==> src/rtl/npu_act_skew_feeder.sv <==
// Activation skew feeder: issues broadcast row-bank reads for K cycles and
// diagonally skews the returned per-row words onto the systolic array west edge.
module npu_act_skew_feeder #(
    parameter int ARRAY_N    = 16,
    parameter int ADDR_WIDTH = 32,
    parameter int DWidth     = 8,
    parameter int K_WIDTH    = 32
) (
    input  logic                          clk_i,
    input  logic                          rst_i,
    input  logic                          start_i,
    input  logic                          flush_i,
    input  logic [ADDR_WIDTH-1:0]         base_addr_i,
    input  logic [$clog2(ARRAY_N):0]      num_rows_i,
    input  logic [K_WIDTH-1:0]            k_i,
    output logic                          rd_en_o,
    output logic [ADDR_WIDTH-1:0]         rd_addr_o,
    input  logic [ARRAY_N*DWidth-1:0]     rd_data_i,
    output logic [ARRAY_N*DWidth-1:0]     act_data_o,
    output logic [ARRAY_N-1:0]            act_valid_o,
    output logic                          busy_o,
    output logic                          done_o
);
    localparam int NW = $clog2(ARRAY_N) + 1;

    typedef enum logic [1:0] {S_IDLE, S_READ, S_DRAIN, S_DONE} state_t;

    state_t                state_q;
    logic                  start_q;
    logic                  busy_q;
    logic                  done_q;
    logic [ADDR_WIDTH-1:0] base_q;
    logic [K_WIDTH-1:0]    k_q;
    logic [K_WIDTH-1:0]    cnt_q;
    logic [NW-1:0]         m_q;
    logic [NW-1:0]         drain_q;
    logic [NW-1:0]         rows_d;
    logic                  start_edge_d;

    logic                  en_d_q;
    logic [ARRAY_N-1:0]    cap_vld_q;
    logic [DWidth-1:0]     cap_data_q [ARRAY_N];
    logic [DWidth-1:0]     dly_data_q [ARRAY_N][ARRAY_N];
    logic [ARRAY_N-1:0]    dly_vld_q  [ARRAY_N];

    assign rows_d       = (num_rows_i > NW'(ARRAY_N)) ? NW'(ARRAY_N) : num_rows_i;
    assign start_edge_d = start_i & ~start_q;

    assign rd_en_o   = (state_q == S_READ);
    assign rd_addr_o = rd_en_o ? (base_q + ADDR_WIDTH'(cnt_q)) : '0;
    assign busy_o    = busy_q;
    assign done_o    = done_q;

    always_ff @(posedge clk_i or posedge rst_i) begin
        if (rst_i) begin
            state_q <= S_IDLE;
            start_q <= 1'b0;
            busy_q  <= 1'b0;
            done_q  <= 1'b0;
            base_q  <= '0;
            k_q     <= '0;
            cnt_q   <= '0;
            m_q     <= '0;
            drain_q <= '0;
        end else begin
            start_q <= start_i;
            if (flush_i) begin
                state_q <= S_IDLE;
                busy_q  <= 1'b0;
                done_q  <= 1'b0;
                cnt_q   <= '0;
                drain_q <= '0;
            end else begin
                case (state_q)
                    S_IDLE: begin
                        done_q <= 1'b0;
                        if (start_edge_d) begin
                            base_q  <= base_addr_i;
                            k_q     <= k_i;
                            m_q     <= rows_d;
                            cnt_q   <= '0;
                            drain_q <= '0;
                            busy_q  <= 1'b1;
                            if (k_i == '0 || rows_d == '0) begin
                                state_q <= S_DONE;
                                done_q  <= 1'b1;
                            end else begin
                                state_q <= S_READ;
                            end
                        end
                    end
                    S_READ: begin
                        if (cnt_q == k_q - K_WIDTH'(1)) begin
                            state_q <= S_DRAIN;
                            drain_q <= '0;
                        end else begin
                            cnt_q <= cnt_q + K_WIDTH'(1);
                        end
                    end
                    S_DRAIN: begin
                        // M+1 drain cycles: capture stage plus M-1 skew stages plus last output
                        if (drain_q == m_q) begin
                            state_q <= S_DONE;
                            done_q  <= 1'b1;
                        end else begin
                            drain_q <= drain_q + NW'(1);
                        end
                    end
                    S_DONE: begin
                        state_q <= S_IDLE;
                        busy_q  <= 1'b0;
                        done_q  <= 1'b0;
                    end
                    default: begin
                        state_q <= S_IDLE;
                        busy_q  <= 1'b0;
                        done_q  <= 1'b0;
                    end
                endcase
            end
        end
    end

    always_ff @(posedge clk_i or posedge rst_i) begin
        if (rst_i) begin
            en_d_q    <= 1'b0;
            cap_vld_q <= '0;
            for (int unsigned r = 0; r < ARRAY_N; r++) begin
                cap_data_q[r] <= '0;
                dly_vld_q[r]  <= '0;
                for (int unsigned j = 0; j < ARRAY_N; j++) begin
                    dly_data_q[r][j] <= '0;
                end
            end
        end else if (flush_i) begin
            en_d_q    <= 1'b0;
            cap_vld_q <= '0;
            for (int unsigned r = 0; r < ARRAY_N; r++) begin
                cap_data_q[r] <= '0;
                dly_vld_q[r]  <= '0;
                for (int unsigned j = 0; j < ARRAY_N; j++) begin
                    dly_data_q[r][j] <= '0;
                end
            end
        end else begin
            en_d_q <= rd_en_o;
            for (int unsigned r = 0; r < ARRAY_N; r++) begin
                // Rows beyond M are masked at capture so zeros flow down their skew chain
                if (en_d_q && (NW'(r) < m_q)) begin
                    cap_vld_q[r]  <= 1'b1;
                    cap_data_q[r] <= rd_data_i[r*DWidth +: DWidth];
                end else begin
                    cap_vld_q[r]  <= 1'b0;
                    cap_data_q[r] <= '0;
                end
                dly_vld_q[r][0]  <= cap_vld_q[r];
                dly_data_q[r][0] <= cap_data_q[r];
                for (int unsigned j = 1; j < ARRAY_N; j++) begin
                    dly_vld_q[r][j]  <= dly_vld_q[r][j-1];
                    dly_data_q[r][j] <= dly_data_q[r][j-1];
                end
            end
        end
    end

    always_comb begin
        act_data_o  = '0;
        act_valid_o = '0;
        for (int unsigned r = 0; r < ARRAY_N; r++) begin
            if (r == 0) begin
                act_data_o[r*DWidth +: DWidth] = cap_data_q[r];
                act_valid_o[r]                 = cap_vld_q[r];
            end else begin
                act_data_o[r*DWidth +: DWidth] = dly_data_q[r][r-1];
                act_valid_o[r]                 = dly_vld_q[r][r-1];
            end
        end
    end

endmodule

==> config.mk <==
export PLATFORM = sky130hd
export DESIGN_NAME = npu_act_skew_feeder
export DESIGN_NICKNAME = d
export VERILOG_FILES = /design/src/rtl/npu_act_skew_feeder.sv
export SDC_FILE = /design/constraint.sdc
export NUM_CORES = 2
export LEC_CHECK = 0
export CELL_PAD_IN_SITES_DETAIL_PLACEMENT = 0
export CELL_PAD_IN_SITES_GLOBAL_PLACEMENT = 1
export CORE_AREA = 2 2 369 554
export DETAILED_ROUTE_END_ITERATION = 12
export DIE_AREA = 0 0 371 556
export PLACE_DENSITY_LB_ADDON = 0.1
export SLEW_MARGIN = 10
export SYNTH_ARGS = -nofsm -noshare
export SYNTH_HDL_FRONTEND = slang
export SYNTH_SLANG_ARGS = --single-unit
==> constraint.sdc <==
create_clock -name clk_i -period 95 [get_ports clk_i]
set_clock_uncertainty 0.15 [all_clocks]
set_input_delay 19 -clock clk_i [delete_from_list [all_inputs] [get_ports clk_i]]
set_output_delay 19 -clock clk_i [all_outputs]
set_load 0.05 [all_outputs]
==> metrics <==
total buffers and inverters traversed by the critical path=2; Hold Path Depth=1; number of antenna violations at the first check in global routing=28; IO Count=380; total via count in the routed design=25558; static leakage=0.02732 µW; Synth async-reset ratio=100.0%; DRC=0; cts repair resizes=0; core outline area=201400 µm²; Final Critical Period=24940 ps; power density normalized to cell area=22.23 nW/µm²; flop2flop setup slack=90400 ps; run status=completed; sequential element share of the synthesized area=69.51%; actual transition at the worst max-transition pin=1122 ps; switching fraction of total power=24.95%; highest ir drop seen on vdd=0.01352 mV; effective utilization at floorplan=23.88%; Fmax=0.04010 GHz; relative slew slack=24.22%; Final ANT Viol Nets=0; number of post-CTS setup repair buffers=0; largest net degree at the start of global routing=200; Max-cap violations=0; clk slew on worst S/H paths=60 ps; die area=206300 µm²; family of cells with the greatest summed delay on the critical path=compound AO/OA/AOI/OAI gates; Final Hold Fails=0; type of element capturing the critical path=primary output; startpoint of the tightest hold check path=cap_data_q[88]; P_int=982.1 µW; start of the worst register-to-register path=k_q[2]; fillers=20537; most frequent cells in the layout=sky130_fd_sc_hd__dfrtp_1, sky130_fd_sc_hd__nor2b_1, sky130_fd_sc_hd__clkdlybuf4s50_1; path type of the worst min-delay path=reg -> reg; Reg2Reg Depth=9; Area growth syn-to-layout=22.41%; length of the first detailed-routing pass in iterations=4; cell at the root of the clock tree=sky130_fd_sc_hd__clkbuf_16; kind of start point of the critical path=register; gpl congestion=0.7336; half-perimeter wire length of the detailed placement result=66.71 mm; Arr. time, crit path=5790 ps; detailed router's first-iteration violation count=1190; later-pin clock latency in the skew report=800 ps; global route overflow=0; Final setup violation count=0; Slowest-stage cell, CP=sky130_fd_sc_hd__a2111oi_0; delay of the slowest critical-path stage=890 ps; first-pass GRT wire length=170.8 mm; most common cell after layout, fill and taps aside=sky130_fd_sc_hd__dfrtp_1; data required time at the worst endpoint=75850 ps; Net Switching=326.5 µW; endpoint with the worst hold slack=dly_data_q[1528]; part of the power in the clock network=45.3%; Total Neg Setup Slack=0 ps; die width=371 µm; number of nets in the synthesized netlist=3874; mean instance size in the synthesized netlist=13.23 µm²; via count of the first global-routing pass=26770; routed length per placed instance=16.45 µm; sequential share of power=45.7%; instance count of the mapped netlist=3634; worst reg2reg path endpoint=cnt_q[10]; total routing resource utilization after global routing=10.75%; share of the clock period used by the worst path=26.25%; number of rows in the core area=202; Die Span Y=556 µm; Num Clock Sinks=1336; CTS buffer count=156; unrepaired setup endpoints after global routing=no; Max Root-Sink Buffers=4; H-tree levels=4; cell type with the highest occurrence count on the critical path=sky130_fd_sc_hd__a2111oi_0; combinational share of power=8.9%; number of distinct library cell variants in the gate-level netlist after synthesis=77; Post-layout nets=4142; Port-buffer cells=379; Crit Path Category=reg -> out; clock tree from TritonCTS=built; maximum fanout count along the critical path=7; ordered cell list for the critical path=ha_1, fa_1, a21o_1, nand4_1, a311oi_1, a211oi_1, a2111oi_0, buf_4, a2111oi_0, o31ai_1, xnor2_1, nor2_1, clkdlybuf4s50_1; share of post-route cells with drive strength above 1=8.712%; Yosys warning total=0; number of vias per cell=3.834; worst hold margin=265.5 ps; CTS Hold Buffers Added=0; Post-Syn Area=48090 µm²; count of state elements after synthesis=1336; most frequently used flop master after synthesis=sky130_fd_sc_hd__dfrtp_1; routed wire length=109.7 mm; final number of max-transition violations=0; Post-synth EDFFs=0
-- area by class of cell --
type,count,area [µm²],share of cell area [%]
diodes,8,20.02,0.03400
clock buffers,230,4553,7.734
clock inverters,32,430.4,0.7311
inverters,40,157.7,0.2678
multi-input cells,1949,12830,21.79
flip-flops and latches,1336,33430,56.79
well taps,2652,3318,5.636
repair buffers,419,4136,7.026
-- metrics by stage --
stage | instance area (µm²) | std cells | total power [µW] | utilization, % | worst slack, ps
after global routing | 58860 | 6660 | 1377 | 29.22 | 69730
after detailed placement | 53870 | 6396 | 729.7 | 26.74 | 70760
final | 58870 | 6666 | 1309 | 29.23 | 70060
after CTS | 58850 | 6658 | 1346 | 29.22 | 69850
after floorplan | 48090 | 3634 | 683.1 | - | 38190
after global placement | 53870 | 6396 | 730.4 | 26.74 | 70750
-- per-layer routing --
layer | GRT usage, % | share of wire [%] | up-vias
met5 | 0 | 0.19 | -
met4 | 4.330 | 3.6 | 30
met3 | 3.632 | 7.4 | 261
met2 | 16.55 | 45 | 546
met1 | 13.80 | 44 | 12707
li1 | - | - | 12014
-- synth_stat cells, types with 19 or more instances --
cell type,n,area [µm²]
sky130_fd_sc_hd__a21oi_1,58,290.3
sky130_fd_sc_hd__and2_1,122,763.2
sky130_fd_sc_hd__buf_4,145,1089
sky130_fd_sc_hd__clkbuf_1,155,581.8
sky130_fd_sc_hd__dfrtp_1,1336,33430
sky130_fd_sc_hd__ha_1,38,475.5
sky130_fd_sc_hd__inv_1,40,150.1
sky130_fd_sc_hd__mux2_2,59,664.4
sky130_fd_sc_hd__nand2_1,56,210.2
sky130_fd_sc_hd__nand2b_1,26,162.7
sky130_fd_sc_hd__nand3_1,34,170.2
sky130_fd_sc_hd__nand4_1,19,118.9
sky130_fd_sc_hd__nor2_1,70,262.8
sky130_fd_sc_hd__nor2b_1,1098,6869
sky130_fd_sc_hd__nor3_1,22,110.1
sky130_fd_sc_hd__nor4_1,34,212.7
sky130_fd_sc_hd__o21ai_0,41,205.2
sky130_fd_sc_hd__xnor2_1,41,359.1
sky130_fd_sc_hd__xor2_1,24,210.2
-- state kept, by name (all words and copies together), names as in the netlist --
signal and count:
act_data_o 128, act_valid_o 15, base_q 32, busy_o 1, cap_data_q 120, cap_vld_q 16
cnt_q 32, dly_data_q 840, dly_vld_q 105, done_o 1, drain_q 5, en_d_q 1
k_q 32, m_q 5, start_q 1, state_q 2
-- worst max path at each step --
| stage | startpoint | end | slack (ps) | cells past startpoint |
|---|---|---|---|---|
| after global routing | cnt_q[0] | rd_addr_o[30] | 69730 | 13 |
| after CTS | cnt_q[0] | rd_addr_o[28] | 69850 | 13 |
| final | cnt_q[0] | rd_addr_o[28] | 70060 | 13 |
| after floorplan | rst_i | act_data_o[0] | 38190 | 1 |
| after global placement | cnt_q[0] | rd_addr_o[28] | 70750 | 13 |
| after detailed placement | cnt_q[0] | rd_addr_o[28] | 70760 | 13 |
-- logic make-up after synthesis --
group / after synthesis / share of synthesized area (%)
xor+xnor: 65 / 1.184
flops: 1336 / 69.51
buf+inv: 349 / 3.907
fa+ha+maj: 40 / 1.051
compound gates: 219 / 3.086
simple gates: 1551 / 19.57
mux: 74 / 1.694
-- power groups by stage --
| stage | Combinational, µW | Clock, µW | Sequential (µW) |
|---|---|---|---|
| floorplan | 79.7 | 0 | 603 |
| global placement | 121 | 0 | 609 |
| detailed placement | 121 | 0 | 609 |
| CTS | 121 | 626 | 599 |
| global route | 130 | 647 | 600 |
| finish | 117 | 593 | 598 |
No activity file was read; power rests on OpenSTA's default activity.
